==> config.mk <==
export PLATFORM = sky130hd
export DESIGN_NAME = rtc_bus_scheduler
export DESIGN_NICKNAME = d
export VERILOG_FILES = /design/src/rtl/rtc_bus_scheduler.sv
export SDC_FILE = /design/constraint.sdc
export NUM_CORES = 1
export LEC_CHECK = 0
export ABC_AREA = 1
export CORE_MARGIN = 2
export CORE_UTILIZATION = 46
export DETAILED_ROUTE_END_ITERATION = 10
export GPL_TIMING_DRIVEN = 0
export MAX_ROUTING_LAYER = met4
export PLACE_DENSITY_LB_ADDON = 0.1
export SLEW_MARGIN = 5
export SYNTH_ARGS = -nofsm -noshare
export SYNTH_HDL_FRONTEND = slang
export SYNTH_SLANG_ARGS = --single-unit
==> constraint.sdc <==
create_clock -name CLK -period 1.53 [get_ports CLK]
set_clock_uncertainty 0.05 [all_clocks]
set_input_delay 0.2295 -clock CLK [delete_from_list [all_inputs] [get_ports CLK]]
set_output_delay 0.2295 -clock CLK [all_outputs]
set_load 0.02 [all_outputs]
==> src/rtl/rtc_bus_scheduler.sv <==
// Arbitrates the shared RTC bus between the read and write engines, schedules periodic
// read sweeps and inserts an idle guard after every grant. Watchdog: RTC_SCHED_TIMEOUT_EN.
module rtc_bus_scheduler #(
  parameter int unsigned REFRESH_CYCLES = 100_000_000,
  parameter int unsigned GUARD_CYCLES   = 4,
  parameter int unsigned TIMEOUT_CYCLES = 4096
) (
  input  logic       CLK,
  input  logic       RST,
  input  logic       EN,
  input  logic       wr_req,
  input  logic       wr_done,
  input  logic       wr_AD,
  input  logic       wr_CS,
  input  logic       wr_RD,
  input  logic       wr_WR,
  input  logic [7:0] wr_data,
  input  logic       rd_done,
  input  logic       rd_AD,
  input  logic       rd_CS,
  input  logic       rd_RD,
  input  logic       rd_WR,
  input  logic [7:0] rd_data,
  output logic       rd_start,
  output logic       rd_grant,
  output logic       wr_grant,
  output logic       AD,
  output logic       CS,
  output logic       RD,
  output logic       WR,
  output logic [7:0] Data_RTC_out,
  output logic       busy,
  output logic       timeout_err
);

  localparam int unsigned RW = $clog2(REFRESH_CYCLES + 1);
  localparam int unsigned GW = $clog2(GUARD_CYCLES + 1);
  localparam logic [RW-1:0] REF_LAST   = RW'(REFRESH_CYCLES - 1);
  localparam logic [GW-1:0] GUARD_LAST = GW'(GUARD_CYCLES - 1);

  typedef enum logic [1:0] {IDLE, GRANT_WR, GRANT_RD, GUARD} state_t;

  state_t        state, state_next;
  logic [RW-1:0] ref_cnt;
  logic [GW-1:0] guard_cnt;
  logic          rd_pending;
  logic          last_wr;
  logic          ref_tick;
  logic          rd_req;
  logic          enter_rd;
  logic          enter_wr;
  logic          guard_done;
  logic          to_hit;

  // The wrap tick counts as a read request in the same cycle, so an idle bus
  // launches the sweep on the cycle right after the last refresh count.
  assign ref_tick   = EN && (ref_cnt == REF_LAST);
  assign rd_req     = rd_pending || ref_tick;
  assign enter_rd   = (state == IDLE) && (state_next == GRANT_RD);
  assign enter_wr   = (state == IDLE) && (state_next == GRANT_WR);
  assign guard_done = (guard_cnt == GUARD_LAST);

  always_ff @(posedge CLK or negedge RST) begin
    if (!RST) begin
      ref_cnt <= '0;
    end else if (EN) begin
      ref_cnt <= ref_tick ? '0 : ref_cnt + RW'(1);
    end
  end

  always_ff @(posedge CLK or negedge RST) begin
    if (!RST) begin
      rd_pending <= 1'b0;
      last_wr    <= 1'b0;
      rd_start   <= 1'b0;
    end else begin
      if (enter_rd) begin
        rd_pending <= 1'b0;
      end else if (ref_tick) begin
        rd_pending <= 1'b1;
      end
      if (enter_wr) begin
        last_wr <= 1'b1;
      end else if (enter_rd) begin
        last_wr <= 1'b0;
      end
      rd_start <= enter_rd;
    end
  end

  always_ff @(posedge CLK or negedge RST) begin
    if (!RST) begin
      guard_cnt <= '0;
    end else if (state == GUARD) begin
      guard_cnt <= guard_cnt + GW'(1);
    end else begin
      guard_cnt <= '0;
    end
  end

`ifdef RTC_SCHED_TIMEOUT_EN
  localparam int unsigned TW = $clog2(TIMEOUT_CYCLES + 1);
  localparam logic [TW-1:0] TO_LAST = TW'(TIMEOUT_CYCLES - 1);

  logic [TW-1:0] to_cnt;

  assign to_hit = (to_cnt == TO_LAST) &&
                  (((state == GRANT_WR) && !wr_done) || ((state == GRANT_RD) && !rd_done));

  always_ff @(posedge CLK or negedge RST) begin
    if (!RST) begin
      to_cnt      <= '0;
      timeout_err <= 1'b0;
    end else begin
      if ((state == GRANT_WR) || (state == GRANT_RD)) begin
        to_cnt <= to_cnt + TW'(1);
      end else begin
        to_cnt <= '0;
      end
      if (to_hit) begin
        timeout_err <= 1'b1;
      end
    end
  end
`else
  assign to_hit      = 1'b0;
  assign timeout_err = 1'b0;
`endif

  always_ff @(posedge CLK or negedge RST) begin
    if (!RST) begin
      state <= IDLE;
    end else begin
      state <= state_next;
    end
  end

  // Simultaneous requests alternate on last_wr so writes cannot starve refresh.
  always_comb begin
    state_next = state;
    case (state)
      IDLE: begin
        if (EN) begin
          if (wr_req && rd_req) begin
            state_next = last_wr ? GRANT_RD : GRANT_WR;
          end else if (wr_req) begin
            state_next = GRANT_WR;
          end else if (rd_req) begin
            state_next = GRANT_RD;
          end
        end
      end
      GRANT_WR: if (wr_done || to_hit) state_next = GUARD;
      GRANT_RD: if (rd_done || to_hit) state_next = GUARD;
      GUARD:    if (guard_done) state_next = IDLE;
      default:  state_next = IDLE;
    endcase
  end

  always_comb begin
    wr_grant     = 1'b0;
    rd_grant     = 1'b0;
    AD           = 1'b1;
    CS           = 1'b1;
    RD           = 1'b1;
    WR           = 1'b1;
    Data_RTC_out = 8'h00;
    busy         = (state != IDLE);
    case (state)
      GRANT_WR: begin
        wr_grant     = 1'b1;
        AD           = wr_AD;
        CS           = wr_CS;
        RD           = wr_RD;
        WR           = wr_WR;
        Data_RTC_out = wr_data;
      end
      GRANT_RD: begin
        rd_grant     = 1'b1;
        AD           = rd_AD;
        CS           = rd_CS;
        RD           = rd_RD;
        WR           = rd_WR;
        Data_RTC_out = rd_data;
      end
      default: ;
    endcase
  end

endmodule

==> metrics.txt <==
status finished with violations; failing checks setup timing; # DRC 0; max_cap viols 0; die width between 70 and 80 µm; post-synth net total 354; Tot GR Track Use 25.8%; Setup-failing EPs final 35; R2R setup slack -0.15 ns; Reg clk slew, reported paths 0.07 ns; number of synthesized register bits 35; clock buffer depth 2; die area between 5000 and 6000 µm²; DRT Wirelength ~8200 µm; cells after synthesis 317; Final Hold Vio Count 0; post-synthesis sequential area ratio roughly two fifths; GR Layer Usage met1 33.9%; wire per inst ~17 µm; post-route setup slack -0.404 ns; buffers and inverters on the worst path 3; Final nets 457; Via Count 2708; pre-CTS WS -0.693 ns; HP Class in -> reg; H-tree levels 2; CP top delay family flip-flops; worst-margin pin slew 0.787 ns; smallest hold slack roughly 0.34 ns; global route overflow 0; non-filler cells, final 488; met2 usage 41.7%; Synth-to-Final Area Change 71.2%; area share of the largest cell type after synthesis 38.3%; final core occ 82.3%; initial DRC count 250; core area 4750 µm²; TritonRoute pass-1 iters 5; Peak VDD IR between 1000 and 1500 µV; Most Crowded Layer GR met2; ranking of synthesized cells by area dfrtp_1 38%, nand2_1 13%, inv_1 7.1%, nor2_1 5.7%, nor3_1 4.6%; row count 25; Detailed Place HPWL 4300 µm; critical-path cell list buf_6 > ha_4 > buf_4 > a221o_1 > buf_6; cell count after placement around 430; largest net degree at the start of global routing 36; CTS Sinks 35; Synth cell types 33; RePlAce Congestion 0.931; Slowest-stage cell, CP dfrtp_2; critical path arrival ~1.7 ns; nature of the critical path endpoint output port; relative slew slack 47.5%; share of cells above drive strength 1 44.7%; Critical Path Fanout Max 5; cell depth of the worst hold path 4; Yosys warnings 0; Post-DRT Antenna Nets 0; DR vias/cell 5.55; Area after DPL between 2000 and 3000 µm²; leakage power total 0.00183 µW; fin crit share 126%; Netlist Area Pre-Place 2290 µm²; clk_lat worst skew 0.29 ns; met3 Track Usage GR roughly 4.6%; Crit path largest cell delay about 0.45 ns; CTS buffer count 5; cell area power density 1330 nW/µm²; Req. time, crit path 1.25 ns; syn avg cell area 7.21 µm²; Reg2Reg Depth 12; crit path launch type register; cell with the most instances on the worst path buf_6; WP depth 5; Starting Density 48.1%; I/O pin cnt between 40 and 50; biggest area consumer among synthesized cells dfrtp_1; PortBufs 44; CP Class reg -> out; final-report max-slew violation count 0; initial antenna violation count 0; design area 3910 µm²; post-layout min period 1.93 ns; Die H 74.5 µm; antenna diode count 0; RSZ-0062 raised after global routing true; root buffer cell clkbuf_8; first-pass GRT wire length 10700 µm; Fmax 517 MHz; vias in the first global route 2310; CTS tree done
-- cells in the final DEF, fill, tap and decap left out, types with 9 or more instances in the layout --
cell             synthesis  layout
dfrtp_2                  0      10
nand3_1                 15       9
nor2_1                  35      23
nand2_4                  2      14
clkdlybuf4s50_1          0      28
nor2_4                   4      10
nor2_2                   3       9
nand2_2                  5      15
nand2_1                 79      57
nand4_1                 11      11
dfrtp_1                 35      25
buf_4                    2      39
nor3_1                  21      10
inv_1                   43      34
buf_6                    0      23
-- worst min-delay path, stage by stage --
cell	delay, ns
buf_4	0.17
nand2_1	0.11
xor2_1	0.07
inv_1	0.06
-- layout make-up --
type | count | area (µm²)
Buffer | 6 | 72.6
Clock buffer | 7 | 76.3
Clock inverter | 1 | 5.00
Fill cell | 261 | 842
Inverter | 45 | 186
Multi-Input combinational cell | 231 | 1680
Sequential cell | 35 | 888
Tap cell | 67 | 83.8
Timing Repair Buffer | 96 | 916
-- registers in the layout, indices dropped and copies added, names as in the netlist --
register,cells
rd_pending,1
ref_cnt,27
rd_start,1
state,2
last_wr,1
guard_cnt,3
-- metal layers --
layer / wire, µm / vias to the layer above / share of wire, %
met5: 0 / - / 0
met4: 204 / 0 / 2.5
met3: 570 / 34 / 7.0
met2: 4320 / 158 / 53
met1: 3090 / 1281 / 38
li1: - / 1235 / -
-- per-stage QoR --
stage,setup TNS (ns),total power [µW]
finish,-5.23,5200
global route,-7.45,5420
CTS,-4.04,4690
detailed placement,-8.99,3370
global placement,-28.28,3340
floorplan,-0.593,2640
-- what timing repair did --
item	CTS	global route
gates cloned	3	0
buffers inserted	28	22
hold buffers	1	0
pin swaps	15	31
endpoints found under the setup margin	31	39
endpoints found under the hold margin	35	0
resized for setup	130	89
-- report_power, final --
group / internal [µW] / leakage [µW] / switching (µW)
Clock: 320 / 0.0000422 / 357
Sequential: 1070 / 0.000406 / 132
Combinational: 1660 / 0.00138 / 1660
-- logic make-up after synthesis --
kind of cell / after synthesis / synth area share (%)
buffers and inverters: 51 / 8.70
AO/OA/AOI/OAI: 35 / 9.20
AND/OR/NAND/NOR: 181 / 37.1
flip-flops: 35 / 38.3
XOR/XNOR: 7 / 2.68
adder cells (fa/ha/maj): 7 / 3.83
other: 1 / 0.164
-- Yosys cell counts --
cell type  number
a21o_2          1
nand2_1        79
ha_1            7
nand2_2         5
nand4_2         1
o21a_1          1
inv_2           2
nor3_1         21
a21oi_1        17
buf_4           2
and3_1          1
nor4_1          1
o31ai_1         1
a31oi_1         2
nand3_1        15
o21ai_1         3
nand3_2         2
dfrtp_1        35
a221o_1         4
nor2_2          3
clkbuf_1        3
nand4_1        11
nor2_1         35
xnor2_1         1
nand2_4         2
conb_1          1
inv_1          43
a221oi_1        1
buf_1           1
o21ai_0         5
or2_4           1
nor2_4          4
xor2_1          6
-- path summary, 6_finish.rpt --
path | startpoint | end
worst max-delay path | state[0] | WR
worst min-delay path | EN | ref_cnt[2]
worst max register to register | ref_cnt[1] | last_wr
worst min register to register | guard_cnt[0] | guard_cnt[0]
max in group asynchronous | RST | state[0]
min in group asynchronous | RST | ref_cnt[14]
(Power assumes the default switching activity.)
==> RTL change, RTL diff (config.mk and constraints unchanged) <==
Change the parameter `GUARD_CYCLES` from 4 to 8.
--- a/src/rtl/rtc_bus_scheduler.sv
+++ b/src/rtl/rtc_bus_scheduler.sv
@@ -3,5 +3,5 @@
 module rtc_bus_scheduler #(
   parameter int unsigned REFRESH_CYCLES = 100_000_000,
-  parameter int unsigned GUARD_CYCLES   = 4,
+  parameter int unsigned GUARD_CYCLES   = 8,
   parameter int unsigned TIMEOUT_CYCLES = 4096
 ) (
Check against the original RTL: not equivalent (a bounded check fails within 10 cycles, from zero or initial values and one cycle with RST low).
==> RTL change against the original RTL <==
The flow still finishes with violations (negative setup slack). Area after synthesis is 5.2% higher. Final area rose by 3.1%. Routed wire length rose by 1.7%. Hold slack lost 0.015 ns. First-iteration DRC count up 2.4%. Sequential cell count increased by 1. Worst setup slack better by 0.0041 ns. Power is 6.1% higher. Largest power group unchanged.
==> RTL change: results (changes against the original RTL) <==
stage;metric;value;unit;change
global_routing;M3 GR Usage;0.0486;;was 0.0461
place;placed cell area;3060;um2;was 2940 um2
global_routing;number of global-route vias before repair;2555;;was 2,310
place;post-DP HPWL;4.58;mm;was 4.30 mm
drt;1st-iter DRT viols;256;;was 250
worst_setup_path;Reg2Reg Depth;8;;was 12
drt;met2 wire length;4.20;mm;was 4.32 mm
min_path;WHS Endpoint;ref_cnt[2]$_DFFE_PN0P_;;unchanged
yosys;synthesized area per cell;7.14;um2;was 7.21 um2
final_layout;fill count;322;;was 261
final_layout;layout cells sized above 1;0.419;;was 0.447
drt;met1 WL;3.44;mm;was 3.09 mm
worst_setup_path;worst r2r src;ref_cnt[0]$_DFFE_PN0P_;;was ref_cnt[1]$_DFFE_PN0P_
yosys;syn nets;373;;was 354
global_routing;initial antenna violation count;0;;unchanged
worst_setup_path;Worst path max stage delay;0.43;ns;was 0.45 ns
final_layout;Largest regs;ref_cnt: 27 flops, guard_cnt: 4 flops, state: 2 flops;;was ref_cnt: 27 flops, guard_cnt: 3 flops, state: 2 flops
drt;WL met3;423;um;was 570 um
power;sw frac;0.407;;was 0.414
worst_setup_path;r2r setup slk;-0.21;ns;was -0.15 ns
yosys;Synth area leaders;dfrtp_1 37%, nand2_1 14%, inv_1 7.0%, nor2_1 5.2%, a21oi_1 3.5%;;was dfrtp_1 38%, nand2_1 13%, inv_1 7.1%, nor2_1 5.7%, nor3_1 4.6%
yosys;Netlist cell types;31;;was 33
power;P_leak;1.90;nW;was 1.83 nW
clock_tree;post-cts sizing count;114;;was 130
clock_tree;postcts setup bufs;31;;was 28
power;Worst VDD drop;0.00114;V;was 0.00107 V
timing;final worst slack;-0.400;ns;was -0.404 ns
outcome;status;finished with violations;;unchanged
timing;Rel. slew slack;0.450;;was 0.475
timing;hold slack;0.323;ns;was 0.337 ns
timing;setup_tns;-7.33;ns;was -5.23 ns
timing;Setup Viol. Count Final;41;;was 35
global_routing;GR met2 Demand/Resource;0.432;;was 0.417
global_routing;GR Util All Layers;0.256;;was 0.258
yosys;most frequent cells after synthesis;90 x nand2_1, 45 x inv_1, 36 x dfrtp_1, 33 x nor2_1;;was 79 x nand2_1, 43 x inv_1, 35 x dfrtp_1, 35 x nor2_1, 21 x nor3_1
global_routing;first-pass GRT wire length;11.9;mm;was 10.7 mm
final_layout;Layout Nets;477;;was 457
place;# placed instances;451;;was 428
worst_setup_path;worst r2r dst;ref_cnt[10]$_DFFE_PN0P_;;was last_wr$_DFFE_PN0P_
global_routing;largest net degree at the start of global routing;37;;was 36
yosys;Seq/Total Area, Yosys;0.375;;was 0.383
clock_tree;clock slew at reported path FFs;0.08;ns;
global_routing;met1 usage;0.314;;was 0.339
outcome;failing checks;negative setup slack;;unchanged
drt;total vias in the final route;2829;;was 2,708
final_layout;Cell Count, Final, Fillers Out;512;;was 488
power;Comb. pwr;3.39;mW;was 3.32 mW
power;clk pwr;0.845;mW;was 0.677 mW
place;routability congestion estimate from global placement;0.926;;was 0.931
RTL change: cell count changes in the layout (fill, tap and decap cells not counted), sizes merged, moves of 3 or more:
cell    unedited run  this run
nor3              21        16
buf               70        67
o21ai              8        13
xor2               6         9
nand2             86       100
clkbuf            10        13
nor4               1         4
RTL change: layout make-up:
type	count	area, um2	area share
flip-flops and latches	36	908	0.225
multi-input cells	249	1760	0.436
clock buffers	6	72.6	0.0180
plain buffers	7	83.8	0.0208
inverters	45	191	0.0475
well taps	70	87.6	0.0217
repair buffers	97	897	0.222
clock inverters	2	35.0	0.00869
RTL change: per-stage QoR:
step	setup slack (ns)	power, mW
2_1_floorplan	-0.0760	2.81
3_5_place_dp	-0.693	3.57
4_1_cts	-0.401	5.12
6_report	-0.400	5.52
5_1_grt	-0.457	5.80
3_3_place_gp	-0.687	3.55
RTL change: cells by family (layout without fill, tap and decap cells):
| group | Yosys count | after routing | synth area share |
|---|---|---|---|
| flip-flops | 36 | 36 | 0.375 |
| buffers and inverters | 52 | 157 | 0.0832 |
| XOR/XNOR | 9 | 9 | 0.0328 |
| other | 1 | 1 | 0.00156 |
| AND/OR/NAND/NOR | 193 | 193 | 0.378 |
| AO/OA/AOI/OAI | 40 | 40 | 0.0989 |
| adder cells (fa/ha/maj) | 6 | 6 | 0.0312 |
RTL change: how the worst max path moves through the flow:
stage | cells past startpoint | endpoint | start
after CTS | 5 | CS | state[1]$_DFF_PN0_
after detailed placement | 6 | Data_RTC_out[1] | state[1]$_DFF_PN0_
final | 6 | CS | state[1]$_DFF_PN0_
after global placement | 6 | Data_RTC_out[4] | state[1]$_DFF_PN0_
after floorplan | 5 | AD | state[1]$_DFF_PN0_
after global routing | 6 | CS | state[1]$_DFF_PN0_
